===== src/rtl/tinyqv_multi_timer.sv =====
`default_nettype none
// ============================================================================
// Module   : tinyqv_multi_timer
// Brief    : NUM_CH-channel down-counting timer with a shared prescaler,
//            one-shot / auto-reload modes and sticky per-channel interrupts,
//            accessed over the tinyQV peripheral register bus.
// Revision : 1.0 - initial release
// ============================================================================
module tinyqv_multi_timer #(
    parameter int NUM_CH  = 4,
    parameter int WIDTH   = 32,
    parameter int PRESC_W = 8
) (
    input  logic              clk,
    input  logic              rst,
    input  logic [5:0]        addr,
    input  logic [31:0]       data_in,
    input  logic              data_write,
    input  logic              data_read,
    output logic [31:0]       data_out,
    output logic [NUM_CH-1:0] irq,
    output logic              irq_any
);

    // Channel index NUM_CH addresses the global register block.
    localparam logic [3:0]       c_GLOBAL = 4'(NUM_CH);
    localparam logic [WIDTH-1:0] c_ONE    = WIDTH'(1);

    localparam logic [1:0] c_REG_COUNT  = 2'd0;
    localparam logic [1:0] c_REG_RELOAD = 2'd1;
    localparam logic [1:0] c_REG_CTRL   = 2'd2;
    localparam logic [1:0] c_REG_STATUS = 2'd3;

    localparam logic [1:0] c_GREG_PRESCALE = 2'd0;
    localparam logic [1:0] c_GREG_PENDING  = 2'd1;

    // Register state
    logic [WIDTH-1:0]   r_count  [NUM_CH];
    logic [WIDTH-1:0]   r_reload [NUM_CH];
    logic [NUM_CH-1:0]  r_en;
    logic [NUM_CH-1:0]  r_auto;
    logic [NUM_CH-1:0]  r_irq_en;
    logic [NUM_CH-1:0]  r_pending;
    logic [PRESC_W-1:0] r_prescale;
    logic [PRESC_W-1:0] r_presc_cnt;

    // Decode
    logic [3:0]        w_ch;
    logic [1:0]        w_reg;
    logic              w_glob_wr;
    logic [NUM_CH-1:0] w_ch_wr;
    logic [NUM_CH-1:0] w_fire;
    logic              w_tick;
    logic [31:0]       w_rd_data;

    assign w_ch      = addr[5:2];
    assign w_reg     = addr[1:0];
    assign w_glob_wr = data_write && (w_ch == c_GLOBAL);

    // The prescaler terminal count is the tick; PRESCALE=0 ticks every clock.
    assign w_tick = (r_presc_cnt == r_prescale);

    // Per-channel write select and fire detection; a COUNT write on the same
    // cycle overrides the countdown, so it also suppresses the fire.
    always_comb begin
        w_ch_wr = '0;
        w_fire  = '0;
        for (int i = 0; i < NUM_CH; i++) begin
            w_ch_wr[i] = data_write && (w_ch == 4'(i));
            w_fire[i]  = w_tick && r_en[i] && (r_count[i] == c_ONE) &&
                         !(w_ch_wr[i] && (w_reg == c_REG_COUNT));
        end
    end

    // Global registers and the free-running prescaler counter.
    always_ff @(posedge clk or posedge rst) begin
        if (rst) begin
            r_prescale  <= '0;
            r_presc_cnt <= '0;
        end else if (w_glob_wr && (w_reg == c_GREG_PRESCALE)) begin
            r_prescale  <= data_in[PRESC_W-1:0];
            r_presc_cnt <= '0;
        end else if (w_tick) begin
            r_presc_cnt <= '0;
        end else begin
            r_presc_cnt <= r_presc_cnt + PRESC_W'(1);
        end
    end

    // Channel registers: bus writes take priority over the countdown, and the
    // countdown uses the enable held before this edge so a CTRL write that
    // enables a channel never decrements in the same cycle.
    always_ff @(posedge clk or posedge rst) begin
        if (rst) begin
            for (int i = 0; i < NUM_CH; i++) begin
                r_count[i]  <= '0;
                r_reload[i] <= '0;
            end
            r_en      <= '0;
            r_auto    <= '0;
            r_irq_en  <= '0;
            r_pending <= '0;
        end else begin
            for (int i = 0; i < NUM_CH; i++) begin
                if (w_ch_wr[i] && (w_reg == c_REG_COUNT)) begin
                    r_count[i] <= data_in[WIDTH-1:0];
                end else if (w_tick && r_en[i] && (r_count[i] != '0)) begin
                    if (r_count[i] == c_ONE) begin
                        r_count[i] <= r_auto[i] ? r_reload[i] : '0;
                    end else begin
                        r_count[i] <= r_count[i] - c_ONE;
                    end
                end

                if (w_ch_wr[i] && (w_reg == c_REG_RELOAD)) begin
                    r_reload[i] <= data_in[WIDTH-1:0];
                end

                if (w_ch_wr[i] && (w_reg == c_REG_CTRL)) begin
                    r_en[i]     <= data_in[0];
                    r_auto[i]   <= data_in[1];
                    r_irq_en[i] <= data_in[2];
                end

                // A new fire beats a simultaneous write-1-to-clear.
                if (w_fire[i]) begin
                    r_pending[i] <= 1'b1;
                end else if (w_ch_wr[i] && (w_reg == c_REG_STATUS) && data_in[0]) begin
                    r_pending[i] <= 1'b0;
                end
            end
        end
    end

    // Read data selection; unmapped addresses return zero.
    always_comb begin
        w_rd_data = '0;
        if (w_ch == c_GLOBAL) begin
            case (w_reg)
                c_GREG_PRESCALE: w_rd_data = 32'(r_prescale);
                c_GREG_PENDING:  w_rd_data = 32'(r_pending);
                default:         w_rd_data = '0;
            endcase
        end else begin
            for (int i = 0; i < NUM_CH; i++) begin
                if (w_ch == 4'(i)) begin
                    case (w_reg)
                        c_REG_COUNT:  w_rd_data = 32'(r_count[i]);
                        c_REG_RELOAD: w_rd_data = 32'(r_reload[i]);
                        c_REG_CTRL:   w_rd_data = {29'd0, r_irq_en[i], r_auto[i], r_en[i]};
                        c_REG_STATUS: w_rd_data = {31'd0, r_pending[i]};
                        default:      w_rd_data = '0;
                    endcase
                end
            end
        end
    end

    // Registered read port: captured on the strobe, held until the next read.
    always_ff @(posedge clk or posedge rst) begin
        if (rst) begin
            data_out <= '0;
        end else if (data_read) begin
            data_out <= w_rd_data;
        end
    end

    assign irq     = r_pending & r_irq_en;
    assign irq_any = |irq;

endmodule
`default_nettype wire


===== config.mk =====
export PLATFORM = sky130hd
export DESIGN_NAME = tinyqv_multi_timer
export DESIGN_NICKNAME = d
export VERILOG_FILES = /design/src/rtl/tinyqv_multi_timer.sv
export SDC_FILE = /design/constraint.sdc
export NUM_CORES = 1
export LEC_CHECK = 0
export BUFFER_PORTS_ARGS = -buffer_cell sky130_fd_sc_hd__buf_2
export CAP_MARGIN = 10
export CORE_AREA = 2 2 204 206
export DETAILED_ROUTE_END_ITERATION = 8
export DIE_AREA = 0 0 206 208
export GPL_TIMING_DRIVEN = 0
export MAX_ROUTING_LAYER = met4
export PLACE_DENSITY = 0.76
export SLEW_MARGIN = 20
export SYNTH_ARGS = -nofsm -noshare
export SYNTH_HDL_FRONTEND = slang
export SYNTH_SLANG_ARGS = --single-unit

===== constraint.sdc =====
create_clock -name clk -period 14.4 [get_ports clk]
set_clock_uncertainty 0.1 [all_clocks]
set_input_delay 2.16 -clock clk [delete_from_list [all_inputs] [get_ports clk]]
set_output_delay 2.16 -clock clk [all_outputs]
set_load 0.02 [all_outputs]

==> results.json <==
{
  "postCtsHoldBufs": 0,
  "clock_path_buffers": 3,
  "worstMarginPinSlew_ps": 1199,
  "synthesis.nets": 2165,
  "clk_transition_reported_paths_ps": 60,
  "min_path_cells": 1,
  "htree_levels": 2,
  "synth_area_sq_um": 19660,
  "ant_nets": 0,
  "ys_types": 72,
  "netSwitchingFraction_pct": 37.10,
  "crit_top_cell": "clkbuf_1",
  "dp_hpwl_microns": 59070,
  "ys.flop_type": "dfrtp_1",
  "numCtsBuffers": 38,
  "rsz0062_at_grt": "false",
  "cp-end-kind": "flop",
  "place.gp.congestion": 1.093,
  "switchingPower_mw": 1.177,
  "diodes": 0,
  "period_share_pct": 36.39,
  "grt_pass1_wl_microns": 120700,
  "crit_chain": "clkbuf_1 > buf_1 > clkbuf_1 > mux2i_1 > o22ai_1 > a21oi_1 > a31oi_1",
  "synth_top_family_by_area": "simple AND/OR/NAND/NOR gates",
  "fin_setup_tns_ps": 0,
  "p_clk_share_pct": 30.4,
  "fin_nets": 2277,
  "grt_overflow": 0,
  "synth-simple-area-share_pct": 19.26,
  "r2r_start": "r_count[105]",
  "wirelength_microns": 82990,
  "synth.area.mux_share_pct": 16.08,
  "place_ws_ps": 8814,
  "grt_usage_pct": 39.62,
  "synthXorXnorAreaFrac_pct": 3.030,
  "setup_viol": 0,
  "critPathSlowestCell": "clkbuf_1",
  "synth_edf_count": 0,
  "chipWidth_microns": 206,
  "drt-initial-drc-count": 2738,
  "p_comb_share_pct": 26.5,
  "syn_inst": 2114,
  "drt_drc_violations_left": 0,
  "ys_warn_count": 0,
  "min_path_type": "flop to flop",
  "clock_sinks": 320,
  "io_buffers": 69,
  "yosys.area.top_type": "dfrtp_1",
  "pwr-share-seq_pct": 43.1,
  "hold_violations": 0,
  "max_freq_ghz": 0.1908,
  "rows": 74,
  "path_max_fanout": 10,
  "p_leak_nw": 8.829,
  "cts_setup_buffers": 0,
  "die_area_sq_um": 42850,
  "ir_drop_uv": 129.1,
  "start_util_pct": 48.48,
  "start_kind": "input pin",
  "p_int_mw": 1.996,
  "yosysMostFrequentCell": "dfrtp_1",
  "cp_data_arrival_time_ps": 5550,
  "viasPerCell": 6.960,
  "min_from": "r_presc_cnt[0]",
  "antenna_found_initial": 0,
  "critPathKind": "input pin to flop",
  "setup_ws_ps": 9159,
  "clkLatencyLatePin_ps": 580,
  "ys_seq_area_share_pct": 40.73,
  "cp.required_ps": 14710,
  "root_buffer": "clkbuf_16",
  "synth_top_area_share_pct": 40.73,
  "critPathLaunch": "addr[0]",
  "pin_count": 79,
  "slew_headroom_pct": 20.09,
  "drive_gt1_share_pct": 16.34,
  "fin_crit_ps": 5241,
  "syn_area_per_cell_sq_um": 9.299,
  "wl_per_cell_microns": 29.81,
  "grt_max_degree": 103,
  "drv_slew": 0,
  "grt_pass1_vias": 17910,
  "vias": 19378,
  "slowest_delay_ps": 950,
  "core_sq_um": 40550,
  "max_cap_violations": 0,
  "status": "finished, final reports clean",
  "synthArstFlopShare_pct": 100.0,
  "synth_area_leaders": "dfrtp_1, mux2_2, a21oi_1",
  "die_y_microns": 208,
  "synthToLayoutAreaGrowth_pct": 11.82,
  "dr.pass1.iters": 6,
  "rr_worst_depth": 8,
  "synth_adder_area_share_pct": 0.5728,
  "synth-compound-area-share_pct": 16.54,
  "cts_resized": 0,
  "ys_ff_latch": 320,
  "synthTopCellsByCount": "dfrtp_1, nor2_1, a21oi_1, mux2_2, nand2_1",
  "p_per_area_nw_per_um2": 144.4,
  "cts_tree": "built"
}
==> kinds of logic (layout without fill, tap and decap cells) <==
group | after synthesis | count (layout)
buffers and inverters | 190 | 328
adders and majority gates | 9 | 9
muxes | 256 | 256
and+or+nand+nor | 745 | 745
xor gates and xnor gates | 68 | 68
DFF | 320 | 320
AOI/OAI and AO/OA | 526 | 526
==> cell type report <==
| type | count | area (sq um) |
|---|---|---|
| Buffer | 174 | 683.2 |
| Clock buffer | 57 | 1114 |
| Clock inverter | 9 | 96.34 |
| Fill cell | 3711 | 18570 |
| Inverter | 16 | 67.56 |
| Multi-Input combinational cell | 1604 | 10920 |
| Sequential cell | 320 | 8008 |
| Tap cell | 532 | 665.6 |
| Timing Repair Buffer | 72 | 427.9 |
==> path summary, 6_finish.rpt <==
check,to,slack [ps]
max,data_out[7],9160
min,r_presc_cnt[0],420
max reg2reg,r_count[102],10480
min reg2reg,r_presc_cnt[0],420
max in group asynchronous,r_reload[46],11790
min in group asynchronous,r_count[91],1500
==> registers in the layout, indices dropped and copies added (netlist names) <==
name	flops
data_out	32
r_auto	4
r_count	128
r_en	4
r_irq_en	4
r_pending	4
r_presc_cnt	8
r_prescale	8
r_reload	128
==> metal layers <==
| layer | track usage (%) | vias up | share of wire (%) |
|---|---|---|---|
| met5 | - | - | 0 |
| met4 | 21.35 | 0 | 6.2 |
| met3 | 12.77 | 254 | 14 |
| met2 | 50.80 | 1470 | 40 |
| met1 | 54.76 | 9557 | 40 |
| li1 | - | 8097 | - |
==> through the flow <==
stage	utilization, %	std cells	hold WS [ps]	area [sq um]	power [mW]
2_1_floorplan	-	2114	366.3	19660	1.848
3_3_place_gp	50.97	2715	389.0	20670	2.136
3_5_place_dp	51.21	2718	408.6	20770	2.171
4_1_cts	54.19	2784	424.0	21980	3.126
5_1_grt	54.21	2784	453.7	21980	3.293
6_report	54.21	2784	419.7	21980	3.173
==> cells in the final DEF, fill, tap and decap left out, drive strengths merged, types with 72 or more instances in the layout <==
master  count
clkbuf    198
nor3       72
a21oi     167
buf       105
mux2i      74
mux2      149
dfrtp     320
o21ai     116
nand2     147
nor2      219
==> critical path, delay by kind of cell <==
kind / cells / cell delay (ps)
buffers and inverters: 3 / 2140
multiplexers: 1 / 600
AO/OA/AOI/OAI: 3 / 610
==> power by group through the flow <==
stage / Combinational [mW] / Sequential, mW / Clock, mW
2_1_floorplan: 0.576 / 1.27 / 0
3_3_place_gp: 0.784 / 1.35 / 0
3_5_place_dp: 0.810 / 1.36 / 0
4_1_cts: 0.814 / 1.35 / 0.964
5_1_grt: 0.901 / 1.39 / 1.00
6_report: 0.842 / 1.37 / 0.963
Note: power is estimated with default switching activity, not from simulation.
